## config.mk

```make
export PLATFORM = sky130hd
export DESIGN_NAME = load_store_unit
export DESIGN_NICKNAME = d
export VERILOG_FILES = /design/src/rtl/load_store_unit.sv
export SDC_FILE = /design/constraint.sdc
export NUM_CORES = 1
export LEC_CHECK = 0
export ABC_AREA = 1
export CAP_MARGIN = 10
export CELL_PAD_IN_SITES_DETAIL_PLACEMENT = 2
export CELL_PAD_IN_SITES_GLOBAL_PLACEMENT = 2
export CORE_UTILIZATION = 26
export DETAILED_ROUTE_END_ITERATION = 10
export PLACE_DENSITY_LB_ADDON = 0.1
export SLEW_MARGIN = 20
export SYNTH_ARGS = -nofsm -noshare
export SYNTH_HDL_FRONTEND = slang
export SYNTH_SLANG_ARGS = --single-unit
```

## constraint.sdc

```tcl
create_clock -name CLK -period 1.75 [get_ports CLK]
set_input_delay 0.175 -clock CLK [delete_from_list [all_inputs] [get_ports CLK]]
set_output_delay 0.175 -clock CLK [all_outputs]
set_load 0.1 [all_outputs]
```

## src/rtl/load_store_unit.sv

```systemverilog
// Load/store sequencer between the execute stage and a word-addressed data memory.
// Loads always read whole words; misaligned stores become ascending byte writes.
module load_store_unit #(
  parameter int ADDR_W           = 32,
  parameter bit ALLOW_MISALIGNED = 1'b1
) (
  input  logic              CLK,
  input  logic              RESET_N,
  input  logic              REQ_VALID,
  output logic              REQ_READY,
  input  logic              REQ_WE,
  input  logic [2:0]        REQ_FUNC3,
  input  logic [ADDR_W-1:0] REQ_ADDR,
  input  logic [31:0]       REQ_WDATA,
  output logic              RSP_VALID,
  output logic [31:0]       RSP_DATA,
  output logic              RSP_ERR,
  output logic              M_RD,
  output logic              M_WRT,
  output logic [2:0]        M_FUNC3,
  output logic [ADDR_W-1:0] M_ADDR,
  output logic [31:0]       M_WDATA,
  input  logic [31:0]       M_RDATA,
  output logic [2:0]        dbg_state
);

  // Handshake: a request transfers on a rising edge where REQ_VALID && REQ_READY;
  // REQ_READY is high only in IDLE. RSP_VALID is a single-cycle pulse, no back-pressure.
  typedef enum logic [2:0] {S_IDLE, S_LD0, S_LD1, S_ST, S_RESP} state_t;

  state_t             state;
  logic [2:0]         f3;
  logic [1:0]         off;
  logic [1:0]         cnt;
  logic [1:0]         last;
  logic [31:0]        wdata;
  logic [31:0]        lo;
  logic               req_illegal;
  logic               req_misal;
  logic               req_err;
  logic               req_sw_aligned;
  logic [1:0]         req_last;
  logic [1:0]         next_k;
  logic [ADDR_W-1:0]  req_base;

  assign REQ_READY = (state == S_IDLE);
  assign dbg_state = state;

  function automatic logic [31:0] load_result(input logic [63:0] dw, input logic [1:0] sh_off,
                                              input logic [2:0] fn);
    logic [31:0] sh;
    sh = 32'(dw >> {sh_off, 3'b000});
    case (fn)
      3'b000:  load_result = {{24{sh[7]}}, sh[7:0]};
      3'b001:  load_result = {{16{sh[15]}}, sh[15:0]};
      3'b100:  load_result = {24'd0, sh[7:0]};
      3'b101:  load_result = {16'd0, sh[15:0]};
      default: load_result = sh;
    endcase
  endfunction

  always_comb begin
    req_illegal = REQ_WE ? !(REQ_FUNC3 == 3'b000 || REQ_FUNC3 == 3'b001 || REQ_FUNC3 == 3'b010)
                         : (REQ_FUNC3 == 3'b011 || REQ_FUNC3[2:1] == 2'b11);
    req_misal = (REQ_FUNC3[1:0] == 2'b01 && REQ_ADDR[0]) ||
                (REQ_FUNC3[1:0] == 2'b10 && REQ_ADDR[1:0] != 2'b00);
    req_err        = req_illegal || (req_misal && !ALLOW_MISALIGNED);
    req_sw_aligned = (REQ_FUNC3 == 3'b010) && (REQ_ADDR[1:0] == 2'b00);
    req_base       = {REQ_ADDR[ADDR_W-1:2], 2'b00};
    next_k         = cnt + 2'd1;
    case (REQ_FUNC3[1:0])
      2'b00:   req_last = 2'd0;
      2'b01:   req_last = 2'd1;
      default: req_last = 2'd3;
    endcase
  end

  always_ff @(posedge CLK or negedge RESET_N) begin
    if (!RESET_N) begin
      state     <= S_IDLE;
      f3        <= 3'd0;
      off       <= 2'd0;
      cnt       <= 2'd0;
      last      <= 2'd0;
      wdata     <= 32'd0;
      lo        <= 32'd0;
      RSP_VALID <= 1'b0;
      RSP_DATA  <= 32'd0;
      RSP_ERR   <= 1'b0;
      M_RD      <= 1'b0;
      M_WRT     <= 1'b0;
      M_FUNC3   <= 3'd0;
      M_ADDR    <= '0;
      M_WDATA   <= 32'd0;
    end else begin
      case (state)
        S_IDLE: begin
          if (REQ_VALID) begin
            f3    <= REQ_FUNC3;
            off   <= REQ_ADDR[1:0];
            wdata <= REQ_WDATA;
            last  <= req_last;
            cnt   <= 2'd0;
            if (req_err) begin
              state     <= S_RESP;
              RSP_VALID <= 1'b1;
              RSP_ERR   <= 1'b1;
              RSP_DATA  <= 32'd0;
            end else if (!REQ_WE) begin
              state   <= S_LD0;
              M_RD    <= 1'b1;
              M_FUNC3 <= 3'b010;
              M_ADDR  <= req_base;
            end else if (req_sw_aligned) begin
              state   <= S_ST;
              M_WRT   <= 1'b1;
              M_FUNC3 <= 3'b010;
              M_ADDR  <= req_base;
              M_WDATA <= REQ_WDATA;
              last    <= 2'd0;
            end else begin
              state   <= S_ST;
              M_WRT   <= 1'b1;
              M_FUNC3 <= 3'b000;
              M_ADDR  <= REQ_ADDR;
              M_WDATA <= {24'd0, REQ_WDATA[7:0]};
            end
          end
        end
        S_LD0: begin
          lo <= M_RDATA;
          // The access spills into the next word when offset + size exceeds 4 bytes.
          if ({1'b0, off} + {1'b0, last} > 3'd3) begin
            state  <= S_LD1;
            M_ADDR <= M_ADDR + ADDR_W'(4);
          end else begin
            state     <= S_RESP;
            M_RD      <= 1'b0;
            M_FUNC3   <= 3'd0;
            M_ADDR    <= '0;
            RSP_VALID <= 1'b1;
            RSP_DATA  <= load_result({32'd0, M_RDATA}, off, f3);
          end
        end
        S_LD1: begin
          state     <= S_RESP;
          M_RD      <= 1'b0;
          M_FUNC3   <= 3'd0;
          M_ADDR    <= '0;
          RSP_VALID <= 1'b1;
          RSP_DATA  <= load_result({M_RDATA, lo}, off, f3);
        end
        S_ST: begin
          if (cnt == last) begin
            state     <= S_RESP;
            M_WRT     <= 1'b0;
            M_FUNC3   <= 3'd0;
            M_ADDR    <= '0;
            M_WDATA   <= 32'd0;
            RSP_VALID <= 1'b1;
            RSP_DATA  <= 32'd0;
          end else begin
            cnt     <= next_k;
            M_ADDR  <= M_ADDR + ADDR_W'(1);
            M_WDATA <= {24'd0, wdata[{next_k, 3'b000} +: 8]};
          end
        end
        S_RESP: begin
          state     <= S_IDLE;
          RSP_VALID <= 1'b0;
          RSP_ERR   <= 1'b0;
          RSP_DATA  <= 32'd0;
        end
        default: state <= S_IDLE;
      endcase
    end
  end

endmodule

```

# Yosys cells after proc, flatten, opt, wreduce, memory -nomap -nowiden

Index checks and enable logic that the tools add are counted.

Register bits after elaboration: 179
Bits of input ports: 103
Output and inout bits: 107
Logic and storage cells: 126

Add/sub/neg operators: 4
Magnitude comparators: 1
Equality and inequality tests: 21
Shift-type cells: 3
Mux-type cells: 57
Reductions and logical operators: 25

Operator list:

| kind                                                            | number |
|---|---|
| 32-bit 2-to-1 mux                                               | 12 |
| 32-bit one-hot mux with 4 select lines                          | 3 |
| 32-bit one-hot mux with 5 select lines                          | 1 |
| 32-bit one-hot mux with 2 select lines                          | 1 |
| 64-bit by 5-bit right shift with 32-bit output                  | 1 |
| 32-bit by 1-bit adder with 32-bit output, second input constant | 1 |
| 32-bit by 3-bit adder with 32-bit output, second input constant | 1 |
| 32-bit by 6-bit variable part select with 8-bit output          | 1 |
| 32-bit by 5-bit right shift with 32-bit output                  | 1 |
| 3-bit 2-to-1 mux                                                | 8 |
| 3-bit one-hot mux with 4 select lines                           | 2 |
| 2-bit 2-to-1 mux                                                | 10 |
| 5-bit AND reduction                                             | 4 |
| 1-bit 2-to-1 mux                                                | 13 |
| 3-bit by 2-bit == test with 1-bit output, second input constant | 4 |
| 2-bit != test, second input constant                            | 6 |
| 3-bit by 1-bit == test with 1-bit output, second input constant | 3 |
| 3-bit == test, second input constant                            | 3 |
| 3-bit logical NOT                                               | 3 |
| 3-bit AND reduction                                             | 3 |
| 8-bit 2-to-1 mux                                                | 1 |
| 2-bit one-hot mux with 2 select lines                           | 2 |
| 1-bit one-hot mux with 5 select lines                           | 1 |
| 5-bit nonzero test                                              | 1 |
| other kinds (18)                                                | 25 |

# Depth between registers and ports, before layout

Word-level depth: 8
Mapped depth: 12
Depth with buffers taken out: 12

# Least setup slack after synthesis

OpenSTA, ideal clock, no wires.

Path type: reg2reg
Start point: reg state[0] (netlist: dbg_state[0])
End point: reg M_ADDR[21]
Arrival time: 2.575 ns
Slack: -0.893 ns
Stages on the path, launching flop included: 12
Buffers on the path: 2
Cell sequence: dfrtp_1 > nor2_4 > inv_2 > nor2_4 > inv_2 > nor2_2 > nor2_4 > nand2_2 > buf_4 > buf_2 > nand2_1 > nand2_1

Cells in the longest elaborated chain, start to end: 3
Elaborated cells between the ends (all ways): 9
Those cells by class: eq/ne: 5; mux: 1; reduce/logical: 3

RTL lines:

| element                                                                     | line | text |
|---|---|---|
| from (decl)                                                                 | 31   | `state_t state;` |
| from (signal assigned)                                                      | 80   | `state <= S_IDLE;` |
| from (signal assigned)                                                      | 105  | `state <= S_RESP;` |
| from (signal assigned)                                                      | 110  | `state <= S_LD0;` |
| 3-bit logical NOT *                                                         | -    |  |
| net REQ_READY                                                               | 10   | `output logic REQ_READY,` |
| 4-bit nonzero test (no source line) / 2-bit != test (equally long branches) | -    |  |
| 3-bit AND reduction (no source line)                                        | -    |  |
| to (signal assigned)                                                        | 113  | `M_ADDR <= req_base;` |
| to (signal assigned)                                                        | 118  | `M_ADDR <= req_base;` |
| to (signal assigned)                                                        | 135  | `M_ADDR <= M_ADDR + ADDR_W'(4);` |
| to (decl)                                                                   | 21   | `output logic [ADDR_W-1:0] M_ADDR,` |

The timed path passes the listed nets; every way through them passes the cells marked *.
A chain may end at the register's enable or synchronous reset.

# Worst setup path in the final report

Start point: reg last[1]
End point: reg M_ADDR[7]

Cells in the longest elaborated chain, start to end: 4
Elaborated cells between the ends (all ways): 6
Those cells by class: add/sub: 1; order compare: 1; eq/ne: 1; mux: 3

RTL lines:

| element                                       | line | text |
|---|---|---|
| from (decl)                                   | 35   | `logic [1:0] last;` |
| from (signal assigned)                        | 102  | `last <= req_last;` |
| 2-bit by 2-bit adder with 3-bit output        | 133  | `if ({1'b0, off} + {1'b0, last} > 3'd3) begin` |
| 3-bit by 2-bit > comparator with 1-bit output | 133  |  |
| 32-bit 2-to-1 mux                             | 133  |  |
| 32-bit one-hot mux with 4 select lines *      | 96   | `case (state)` |

Mark *: on every way between the ends. The rest lies on a longest branch, timed or not.

==> out/metrics.cfg <==
[floorplanning]
die_w_um=208
die-area_um2=43100
core_um2=41200
die_h_um=208
start_util=0.267
pin_count=210
std_cell_rows=74

[synth]
post_synth.cell_area_avg_um2=6.60
syn_inst=1664
yosysUniqueCellTypes=36
synthesis.area_um2=11000
synth-seq-area-share=0.403
yosysWarnings=0
synth_seq_cells=177

[finish]
drive_gt1_frac=0.283
nets=2163
utilization=0.428
n_antenna_cell=0
syn2layout_area_growth_pct=60.5
instances_no_fill=2601
fillers=4682

[clock_tree]
clk_latency_ns=0.47
cts-htree-levels=4
cts_tree=done
cts_buffer_depth=2
clk_pin_slew_ns=0.08
cts_sinks=177
cts_root_buf=clkbuf_16
cts_buffers=17

[place]
hpwl_um=39500
gp_congestion=0.821
dp_cells=2506
numPortBuffers=207

[global_routing]
grt_pass1_vias=14800
grt_pass1_wl_um=86700
antenna_found_initial=0
grt_overflow=0
grt_start_max_net_pins=44
track_usage=0.262

[pwr]
power.leakage_nw=8.63
ir_worst_vdd_v=0.00131
powerDensity_nw_per_um2=2170

[sta]
hold_viol_final=0
hold_ws_ns=0.243
setup-violations-final=143
slew_viol_final=0
skew_ns=0.00983
fin_crit_sh=1.15
setup_ws_ns=-0.256
max_freq_mhz=498
min_period_ns=2.01
rsz0062_at_grt=true

[detailed_routing]
routed_wl_um=58400
drc=0
drt_iter0_markers=618
wl_per_cell_um=22.5
num_vias=13200
postRouteAntennaNets=0
post_drt_via_cell_ratio=5.06
first_pass_iters=5

[setup_path]
start_kind=register
cp_max_fo=8
end_kind=register
cp.required_ns=2.09
arrival_ns=2.35
critPathKind=register to register

[worst_hold_path]
worstHoldPathType=input pin to async pin

[job]
cap_violations=0

[status]
status=complete, but fails checks
violations=setup timing

cell usage in the layout, fill, tap and decap left out, drive strengths merged, types with 12 or more instances in the layout:
cell / instances
a21oi: 33
a22oi: 12
buf: 348
clkbuf: 25
clkdlybuf4s50: 101
dfrtp: 177
inv: 120
nand2: 733
nand3: 198
nor2: 93
o21ai: 181
synthesized netlist by cell type (all sizes together):
| cell type | n | area share |
|---|---|---|
| clkbuf | 35 | 0.012 |
| buf | 48 | 0.025 |
| o211ai | 7 | 0.0052 |
| or2 | 4 | 0.0023 |
| a22oi | 12 | 0.0082 |
| conb | 1 | 0.00034 |
| nor3 | 3 | 0.0014 |
| o31ai | 1 | 0.00068 |
| clkinv | 1 | 0.00034 |
| o22ai | 2 | 0.0011 |
| nand4 | 2 | 0.0011 |
| nand3b | 1 | 0.00068 |
| ha | 4 | 0.0046 |
| o21bai | 1 | 0.00068 |
| xnor2 | 3 | 0.0024 |
| xor2 | 5 | 0.0040 |
| nand2 | 733 | 0.25 |
| a31oi | 1 | 0.00057 |
| a21oi | 33 | 0.015 |
| nor2 | 93 | 0.036 |
| o21ai | 181 | 0.089 |
| inv | 118 | 0.040 |
| nand3 | 198 | 0.094 |
| dfrtp | 177 | 0.40 |
layer usage:
layer  GRT usage  wire length (um)
met3      0.0357              1700
met1       0.300             23500
met4       0.108              2280
met5           0                 0
met2       0.485             31000
sequential cells by signal, indices dropped and copies added, names as in the netlist:
register and count:
RSP_DATA 32, M_ADDR 32, off 2, last 2, M_RD 1, f3 3
lo 32, cnt 2, M_FUNC3 1, M_WDATA 32, dbg_state 3, M_WRT 1
wdata 32, RSP_VALID 1, RSP_ERR 1
cell type report:
type	count	area, um^2	area share
multi-input combinational	1286	6340	0.360
timing repair buffer	455	5090	0.289
sequential	177	4450	0.253
tap	532	666	0.0378
inverter	119	509	0.0289
clock buffer	20	447	0.0253
clock inverter	12	123	0.00696
through the flow:
step | setup WS [ns] | area [um^2] | setup TNS [ns] | total power, mW
3_3_place_gp | -0.433 | 15500 | -24.29 | 29.7
6_report | -0.256 | 17600 | -19.98 | 38.2
5_1_grt | -0.313 | 17600 | -30.28 | 40.2
2_1_floorplan | -0.555 | 11200 | -70.27 | 21.1
3_5_place_dp | -0.499 | 15500 | -26.87 | 30.4
4_1_cts | -0.121 | 17100 | -3.27 | 37.0
critical path, stage by stage, from the launching register on:
cell and delay [ns]:
dfrtp_1 0.40, ha_1 0.32, nand3_2 0.12, nand2_4 0.10
nand2_8 0.10, buf_6 0.13, clkinv_8 0.08, buf_6 0.13
o211ai_1 0.09, o21ai_1 0.10, nor2_1 0.16, o21ai_1 0.12
power breakdown:
part	switching (mW)	leakage [nW]	total, mW	internal (mW)
combinational	17.2	6.10	26.7	9.54
clock	1.98	0.279	4.02	2.04
sequential	1.69	2.25	7.51	5.82
kinds of logic after synthesis:
logic type	count (synthesis)	share of synthesized area
flops	177	0.403
compound gates	238	0.121
buf+inv	202	0.0775
other cells	1	0.000341
fa+ha+maj	4	0.00456
xor+xnor	8	0.00638
simple gates	1034	0.387
path summary, 6_finish.rpt:
path,from,endpoint,slack (ns),cells past startpoint
max,last[1],M_ADDR[7],-0.26,11
min,RESET_N,lo[7],0.24,2
max reg2reg,last[1],M_ADDR[7],-0.26,11
min reg2reg,RSP_DATA[19],RSP_DATA[19],0.49,2
max in group asynchronous,RESET_N,M_WDATA[23],0.88,3
min in group CLK,REQ_WDATA[26],M_WDATA[26],0.28,3
timing repair:
item                                    CTS  global route
cloned                                   10             4
setup buffers                            32            17
endpoints found under the hold margin    36             0
endpoints found under the setup margin   91           139
pin swaps                                51            23
gates resized for setup                 167            79
hold buffers                              1             0
Power figures use the tool's default switching activity.
